File: config.mk
export PLATFORM = sky130hd
export DESIGN_NAME = vga_timing_gen_flat
export DESIGN_NICKNAME = d
export VERILOG_FILES = /design/src/rtl/vga_timing_gen_if.sv /design/src/rtl/vga_timing_gen.sv /design/src/flat_wrapper.sv
export SDC_FILE = /design/constraint.sdc
export NUM_CORES = 1
export LEC_CHECK = 0
export ABC_CLOCK_PERIOD_IN_PS = 2500
export CAP_MARGIN = 20
export CORE_AREA = 5 5 73 75
export CTS_CLUSTER_DIAMETER = 120
export DETAILED_ROUTE_END_ITERATION = 6
export DIE_AREA = 0 0 78 80
export PLACE_DENSITY = 0.83
export SYNTH_ARGS = -nofsm -noshare
export SYNTH_HDL_FRONTEND = slang
export SYNTH_SLANG_ARGS = --single-unit
File: constraint.sdc
create_clock -name clk -period 2.5 [get_ports clk]
set_input_delay 0.5 -clock clk [delete_from_list [all_inputs] [get_ports clk]]
set_output_delay 0.5 -clock clk [all_outputs]
set_load 0.02 [all_outputs]
File: src/rtl/vga_timing_gen_if.sv
// ---------------------------------------------------------------------------
// vga_timing_gen_if
// Bundles the raster timing generator's control inputs and timing outputs.
//   master : the timing generator (receives pix_en/run, drives timing)
//   slave  : the consumer side (drives pix_en/run, receives timing)
// Signals:
//   pix_en          pixel-clock enable
//   run             request to generate frames
//   h_sync, v_sync  sync outputs, polarity set by the generator parameters
//   col_counter     current x
//   row_counter     current y
//   screen_inactive high outside the active area or when not running
//   line_start      one-enable pulse at x==0
//   frame_start     one-enable pulse at x==0, y==0
//   frame_count     completed-frame count, wraps
//   busy            generator is running or finishing its stop cycle
// ---------------------------------------------------------------------------
interface vga_timing_gen_if #(
    parameter int CNT_W = 10,
    parameter int FRM_W = 8
);
    logic             pix_en;
    logic             run;
    logic             h_sync;
    logic             v_sync;
    logic [CNT_W-1:0] col_counter;
    logic [CNT_W-1:0] row_counter;
    logic             screen_inactive;
    logic             line_start;
    logic             frame_start;
    logic [FRM_W-1:0] frame_count;
    logic             busy;

    modport master (
        input  pix_en, run,
        output h_sync, v_sync, col_counter, row_counter, screen_inactive,
               line_start, frame_start, frame_count, busy
    );

    modport slave (
        output pix_en, run,
        input  h_sync, v_sync, col_counter, row_counter, screen_inactive,
               line_start, frame_start, frame_count, busy
    );
endinterface

File: src/rtl/vga_timing_gen.sv
// ---------------------------------------------------------------------------
// vga_timing_gen
// Parametrised raster timing generator with pixel-clock enable, programmable
// sync polarity and a run/stop controller that only changes on frame
// boundaries.
// Ports:
//   clk  system clock
//   rst  asynchronous, active-high reset
//   tif  vga_timing_gen_if.master: pix_en/run in; syncs, counters, blank,
//        line/frame strobes, frame count and busy out
// All outputs are registered and decoded from the next x/y, so each output
// is coherent with col_counter/row_counter in the same cycle.
// ---------------------------------------------------------------------------
module vga_timing_gen #(
    parameter int   H_ACTIVE   = 640,
    parameter int   H_FP       = 16,
    parameter int   H_SYNC     = 96,
    parameter int   H_BP       = 48,
    parameter int   V_ACTIVE   = 480,
    parameter int   V_FP       = 10,
    parameter int   V_SYNC     = 2,
    parameter int   V_BP       = 33,
    parameter logic H_SYNC_POL = 1'b0,
    parameter logic V_SYNC_POL = 1'b0,
    parameter int   CNT_W      = 10,
    parameter int   FRM_W      = 8
) (
    input  logic             clk,
    input  logic             rst,
    vga_timing_gen_if.master tif
);

    localparam int H_TOTAL = H_ACTIVE + H_FP + H_SYNC + H_BP;
    localparam int V_TOTAL = V_ACTIVE + V_FP + V_SYNC + V_BP;

    localparam logic [CNT_W-1:0] H_LAST = CNT_W'(H_TOTAL - 1);
    localparam logic [CNT_W-1:0] V_LAST = CNT_W'(V_TOTAL - 1);

    // Decode boundaries carry one extra bit so a sync region ending exactly
    // at the total (zero back porch) still compares correctly.
    localparam logic [CNT_W:0] H_ACT_END = (CNT_W+1)'(H_ACTIVE);
    localparam logic [CNT_W:0] HS_BEGIN  = (CNT_W+1)'(H_ACTIVE + H_FP);
    localparam logic [CNT_W:0] HS_END    = (CNT_W+1)'(H_ACTIVE + H_FP + H_SYNC);
    localparam logic [CNT_W:0] V_ACT_END = (CNT_W+1)'(V_ACTIVE);
    localparam logic [CNT_W:0] VS_BEGIN  = (CNT_W+1)'(V_ACTIVE + V_FP);
    localparam logic [CNT_W:0] VS_END    = (CNT_W+1)'(V_ACTIVE + V_FP + V_SYNC);

    typedef enum logic [1:0] {
        ST_IDLE     = 2'd0,
        ST_RUN      = 2'd1,
        ST_STOPPING = 2'd2
    } state_t;

    state_t           state_reg;
    logic [CNT_W-1:0] x_reg;
    logic [CNT_W-1:0] y_reg;
    logic [FRM_W-1:0] frame_count_reg;
    logic             h_sync_reg;
    logic             v_sync_reg;
    logic             inactive_reg;
    logic             line_start_reg;
    logic             frame_start_reg;
    logic             busy_reg;

    logic [CNT_W-1:0] x_next;
    logic [CNT_W-1:0] y_next;
    logic             x_wrap;
    logic             y_wrap;
    logic             frame_wrap;

    function automatic logic h_sync_level(input logic [CNT_W-1:0] xv);
        logic [CNT_W:0] xe;
        xe = {1'b0, xv};
        return ((xe >= HS_BEGIN) && (xe < HS_END)) ? H_SYNC_POL : ~H_SYNC_POL;
    endfunction

    function automatic logic v_sync_level(input logic [CNT_W-1:0] yv);
        logic [CNT_W:0] ye;
        ye = {1'b0, yv};
        return ((ye >= VS_BEGIN) && (ye < VS_END)) ? V_SYNC_POL : ~V_SYNC_POL;
    endfunction

    function automatic logic blank_level(input logic [CNT_W-1:0] xv,
                                         input logic [CNT_W-1:0] yv);
        return ({1'b0, xv} >= H_ACT_END) || ({1'b0, yv} >= V_ACT_END);
    endfunction

    // Raster position one enabled pixel ahead of the current one.
    always_comb begin
        x_wrap     = (x_reg == H_LAST);
        y_wrap     = (y_reg == V_LAST);
        frame_wrap = x_wrap && y_wrap;
        x_next     = x_wrap ? '0 : x_reg + CNT_W'(1);
        y_next     = y_reg;
        if (x_wrap) begin
            y_next = y_wrap ? '0 : y_reg + CNT_W'(1);
        end
    end

    always_ff @(posedge clk or posedge rst) begin
        if (rst) begin
            state_reg       <= ST_IDLE;
            x_reg           <= '0;
            y_reg           <= '0;
            frame_count_reg <= '0;
            h_sync_reg      <= ~H_SYNC_POL;
            v_sync_reg      <= ~V_SYNC_POL;
            inactive_reg    <= 1'b1;
            line_start_reg  <= 1'b0;
            frame_start_reg <= 1'b0;
            busy_reg        <= 1'b0;
        end else begin
            case (state_reg)
                ST_IDLE: begin
                    // Start directly at the top-left pixel so the first RUN
                    // cycle already carries both strobes.
                    if (tif.pix_en && tif.run) begin
                        state_reg       <= ST_RUN;
                        x_reg           <= '0;
                        y_reg           <= '0;
                        h_sync_reg      <= h_sync_level('0);
                        v_sync_reg      <= v_sync_level('0);
                        inactive_reg    <= blank_level('0, '0);
                        line_start_reg  <= 1'b1;
                        frame_start_reg <= 1'b1;
                        busy_reg        <= 1'b1;
                    end
                end

                ST_RUN: begin
                    if (tif.pix_en) begin
                        if (frame_wrap) begin
                            frame_count_reg <= frame_count_reg + FRM_W'(1);
                        end
                        if (frame_wrap && !tif.run) begin
                            // Last pixel of the final frame: park the raster
                            // and present idle-looking outputs for one cycle.
                            state_reg       <= ST_STOPPING;
                            x_reg           <= '0;
                            y_reg           <= '0;
                            h_sync_reg      <= ~H_SYNC_POL;
                            v_sync_reg      <= ~V_SYNC_POL;
                            inactive_reg    <= 1'b1;
                            line_start_reg  <= 1'b0;
                            frame_start_reg <= 1'b0;
                        end else begin
                            x_reg           <= x_next;
                            y_reg           <= y_next;
                            h_sync_reg      <= h_sync_level(x_next);
                            v_sync_reg      <= v_sync_level(y_next);
                            inactive_reg    <= blank_level(x_next, y_next);
                            line_start_reg  <= (x_next == '0);
                            frame_start_reg <= (x_next == '0) && (y_next == '0);
                        end
                    end else begin
                        // Holding: position and levels stay, but strobes
                        // must not repeat for the same pixel.
                        line_start_reg  <= 1'b0;
                        frame_start_reg <= 1'b0;
                    end
                end

                ST_STOPPING: begin
                    state_reg <= ST_IDLE;
                    busy_reg  <= 1'b0;
                end

                default: begin
                    state_reg       <= ST_IDLE;
                    x_reg           <= '0;
                    y_reg           <= '0;
                    h_sync_reg      <= ~H_SYNC_POL;
                    v_sync_reg      <= ~V_SYNC_POL;
                    inactive_reg    <= 1'b1;
                    line_start_reg  <= 1'b0;
                    frame_start_reg <= 1'b0;
                    busy_reg        <= 1'b0;
                end
            endcase
        end
    end

    assign tif.h_sync          = h_sync_reg;
    assign tif.v_sync          = v_sync_reg;
    assign tif.col_counter     = x_reg;
    assign tif.row_counter     = y_reg;
    assign tif.screen_inactive = inactive_reg;
    assign tif.line_start      = line_start_reg;
    assign tif.frame_start     = frame_start_reg;
    assign tif.frame_count     = frame_count_reg;
    assign tif.busy            = busy_reg;

endmodule

File: src/flat_wrapper.sv
// flat-port wrapper written by rule: the top's interface ports become plain ports
module vga_timing_gen_flat 
#(
    parameter int   H_ACTIVE   = 640,
    parameter int   H_FP       = 16,
    parameter int   H_SYNC     = 96,
    parameter int   H_BP       = 48,
    parameter int   V_ACTIVE   = 480,
    parameter int   V_FP       = 10,
    parameter int   V_SYNC     = 2,
    parameter int   V_BP       = 33,
    parameter logic H_SYNC_POL = 1'b0,
    parameter logic V_SYNC_POL = 1'b0,
    parameter int   CNT_W      = 10,
    parameter int   FRM_W      = 8
)
  (clk, rst, tif_pix_en, tif_run, tif_h_sync, tif_v_sync, tif_col_counter, tif_row_counter, tif_screen_inactive, tif_line_start, tif_frame_start, tif_frame_count, tif_busy);
  vga_timing_gen_if #(.CNT_W(CNT_W), .FRM_W(FRM_W)) tif_i ();
  input  logic clk;
  input  logic rst;
  input wire logic [$bits(tif_i.pix_en)-1:0] tif_pix_en;
  input wire logic [$bits(tif_i.run)-1:0] tif_run;
  output wire logic [$bits(tif_i.h_sync)-1:0] tif_h_sync;
  output wire logic [$bits(tif_i.v_sync)-1:0] tif_v_sync;
  output wire logic [$bits(tif_i.col_counter)-1:0] tif_col_counter;
  output wire logic [$bits(tif_i.row_counter)-1:0] tif_row_counter;
  output wire logic [$bits(tif_i.screen_inactive)-1:0] tif_screen_inactive;
  output wire logic [$bits(tif_i.line_start)-1:0] tif_line_start;
  output wire logic [$bits(tif_i.frame_start)-1:0] tif_frame_start;
  output wire logic [$bits(tif_i.frame_count)-1:0] tif_frame_count;
  output wire logic [$bits(tif_i.busy)-1:0] tif_busy;
  assign tif_i.pix_en = tif_pix_en;
  assign tif_i.run = tif_run;
  assign tif_h_sync = tif_i.h_sync;
  assign tif_v_sync = tif_i.v_sync;
  assign tif_col_counter = tif_i.col_counter;
  assign tif_row_counter = tif_i.row_counter;
  assign tif_screen_inactive = tif_i.screen_inactive;
  assign tif_line_start = tif_i.line_start;
  assign tif_frame_start = tif_i.frame_start;
  assign tif_frame_count = tif_i.frame_count;
  assign tif_busy = tif_i.busy;
  vga_timing_gen #(.H_ACTIVE(H_ACTIVE), .H_FP(H_FP), .H_SYNC(H_SYNC), .H_BP(H_BP), .V_ACTIVE(V_ACTIVE), .V_FP(V_FP), .V_SYNC(V_SYNC), .V_BP(V_BP), .H_SYNC_POL(H_SYNC_POL), .V_SYNC_POL(V_SYNC_POL), .CNT_W(CNT_W), .FRM_W(FRM_W)) u_core (.clk(clk), .rst(rst), .tif(tif_i));
endmodule
==> flow_metrics.py <==
metrics = {
    "detailed_routing": {
        "dr_total_vias": 2363,
        "antenna_left": 0,
        "first_pass_iters": 5,
        "routed_wl_um": 6280,
        "wl_per_cell_um": 16.5,
        "via_per_inst": 6.22,
        "drcViolationCount": 0,
        "drt-initial-drc-count": 135,
    },
    "global_route": {
        "grt.overflow.total": 0,
        "grt_pass1_vias": 2211,
        "antenna_found_initial": 0,
        "grt_max_degree": 37,
        "grt_first_pass_wirelength_um": 10700,
        "grt_usage_pct": 21.3,
    },
    "sta": {
        "fin_crit_sh_pct": 93.0,
        "setup_tns_ns": 0,
        "finClkSkew_ns": 0.00752,
        "worst_pin_slew_ns": 0.458,
        "hold_violations": 0,
        "max_freq_ghz": 0.430,
        "holdWs_ns": 0.462,
        "finalCriticalPeriod_ns": 2.33,
        "slew_headroom_pct": 69.5,
        "worst_slack_ns": 0.175,
        "slew_violations": 0,
        "rsz0062_at_grt": "false",
        "setup_viol": 0,
    },
    "logic_synthesis": {
        "synthesis.area_um2": 2380,
        "ys_warn_count": 0,
        "yosys.area.top_type": "dfrtp_1",
        "syn_area_per_cell_um2": 8.44,
        "ys_types": 59,
        "syn_nets": 290,
        "yosysTopAreaCellShare_pct": 34.7,
        "synth-main-ff-cell": "dfrtp_1",
        "synth_cells": 282,
        "synth_seq_cells": 36,
        "synth_edf_count": 0,
        "yosys-top-cells-area": "dfrtp_1 (35%), o21ai_0 (6.3%), nand2_1 (4.4%)",
        "yosysSeqAreaShare_pct": 38.0,
        "ys_async_sr_fraction_pct": 100,
    },
    "die": {
        "io_pins": 38,
        "row_count": 25,
        "fp.dieH_um": 80,
        "die_x_um": 78,
        "initial_utilization_pct": 51.8,
        "die-area_um2": 6240,
        "core_area_um2": 4600,
    },
    "clock_network": {
        "h-tree-depth": 2,
        "clkLatencyLatePin_ns": 0.29,
        "numCtsBuffers": 5,
        "clock_sinks": 36,
        "clock_path_buffers": 2,
        "clk_pin_slew_ns": 0.07,
        "cts_root_buf": "clkbuf_8",
        "cts_setup_buffers": 0,
        "ctsHoldBuffers": 0,
        "cts_tree": "yes",
        "cts_resized": 0,
    },
    "final_layout": {
        "n_fill_cell": 414,
        "finalNonFillerCells": 380,
        "syn2layout_area_growth_pct": 24.1,
        "drive_above_1_share_pct": 12.6,
        "nNetsFinal": 333,
        "antenna_cells": 0,
    },
    "pwr": {
        "p_per_area_nw_per_um2": 504,
        "leakagePower_nw": 1.20,
        "vdd_drop_max_v": 0.000302,
    },
    "placement": {
        "dp_slack_ns": 0.108,
        "globalplace.congestion": 0.920,
        "dp.cells": 372,
        "port_buffers": 37,
        "dp_hpwl_um": 4560,
    },
    "status": {
        "status": "completed",
    },
    "worst_setup_path": {
        "endpoint_kind": "flip-flop",
        "start_kind": "flip-flop",
        "crit_type": "reg -> reg",
        "cp_max_fo": 7,
        "required_ns": 2.70,
        "critPathArrivalTime_ns": 2.53,
    },
    "job": {
        "drv_cap": 0,
    },
    "hold_path": {
        "hold_path_class": "reg -> reg",
    },
}
==> cells by family after synthesis <==
logic type	synth area share [%]
muxes	0.894
and+or+nand+nor	25.2
xor gates and xnor gates	5.52
AOI/OAI and AO/OA	22.5
adders and majority gates	2.10
DFF	38.0
buffers and inverters	5.78
==> metal layers <==
layer	up-vias	GRT usage (%)	share of wire (%)
li1	1109	-	-
met1	1149	27.2	43
met2	93	35.3	49
met3	12	4.29	6.7
met4	0	7.94	1.8
met5	-	0	0
==> cell usage in the layout (no fill, tap or decap), drive strengths merged, types with 2 or more instances in the layout <==
cell type,count
a211oi,2
a21oi,9
a22oi,2
a31oi,5
and2,5
and3,7
and4,3
buf,21
clkbuf,7
clkdlybuf4s50,37
dfrtp,33
dfstp,3
ha,4
inv,9
nand2,29
nand3,13
nand3b,2
nand4,9
nor2,28
nor2b,2
nor3,5
o21ai,32
o21bai,2
o31ai,9
o41ai,4
or2,3
or4,3
xnor2,10
xor2,5
==> synth_stat cells, types with 2 or more instances <==
library cell,number
a21oi_1,9
nor2_1,28
dfrtp_1,33
xnor2_1,10
or2_2,2
or4_1,2
a211oi_1,2
clkbuf_1,17
ha_1,4
nand3_1,12
o21bai_1,2
nand3b_1,2
and2_1,5
dfstp_2,3
buf_2,2
a31oi_1,5
nand2_1,28
and3_1,7
a22oi_1,2
o21ai_0,30
nor2b_1,2
nor3_1,4
o41ai_1,4
xor2_1,5
o31ai_1,8
nand4_1,9
and4_1,3
buf_6,2
inv_1,9
o21ai_1,2
==> cell type report <==
cell class / count / area (µm²) / share of cell area, %
Clock buffer: 7 / 76.3 / 2.58
Timing Repair Buffer: 58 / 528 / 17.9
Inverter: 9 / 33.8 / 1.14
Sequential cell: 36 / 906 / 30.7
Clock inverter: 1 / 5.00 / 0.169
Tap cell: 54 / 67.6 / 2.29
Multi-Input combinational cell: 215 / 1340 / 45.3
==> power by group <==
group | leakage [nW] | internal [mW] | switching [mW]
combinational | 0.678 | 0.174 | 0.207
sequential | 0.476 | 0.624 | 0.0749
clock | 0.0422 | 0.196 | 0.213
total | 1.20 | 0.994 | 0.495
==> worst paths after layout <==
check / from / end / slack, ns / depth (start not counted)
setup / recovery: u_core.tif.col_counter[3]$_DFFE_PP0P_ / u_core.tif.frame_start$_DFFE_PP0P_ / 0.17 / 6
hold / removal: u_core.tif.frame_count[7]$_DFFE_PP0P_ / u_core.tif.frame_count[7]$_DFFE_PP0P_ / 0.46 / 1
setup reg to reg: u_core.tif.col_counter[3]$_DFFE_PP0P_ / u_core.tif.frame_start$_DFFE_PP0P_ / 0.17 / 6
hold reg to reg: u_core.tif.frame_count[7]$_DFFE_PP0P_ / u_core.tif.frame_count[7]$_DFFE_PP0P_ / 0.46 / 1
max in group asynchronous: rst / u_core.tif.col_counter[2]$_DFFE_PP0P_ / 1.53 / 3
min in group asynchronous: rst / u_core.tif.col_counter[9]$_DFFE_PP0P_ / 0.62 / 3
==> stage by stage <==
stage               power [mW]  instance area, µm²  utilization (%)
global placement          1.07                2870             62.4
floorplan                0.935                2380                -
detailed placement        1.08                2870             62.4
global route              1.57                2950             64.2
CTS                       1.49                2950             64.2
finish                    1.49                2950             64.2
==> critical path, cell delays in order (launching register included) <==
cell and delay [ns]:
dfrtp_1 0.49, nand3_4 0.12, or4_1 0.53, xor2_1 0.20, nor2_1 0.10, or4_4 0.55, o31ai_2 0.25
(Power assumes the default switching activity.)
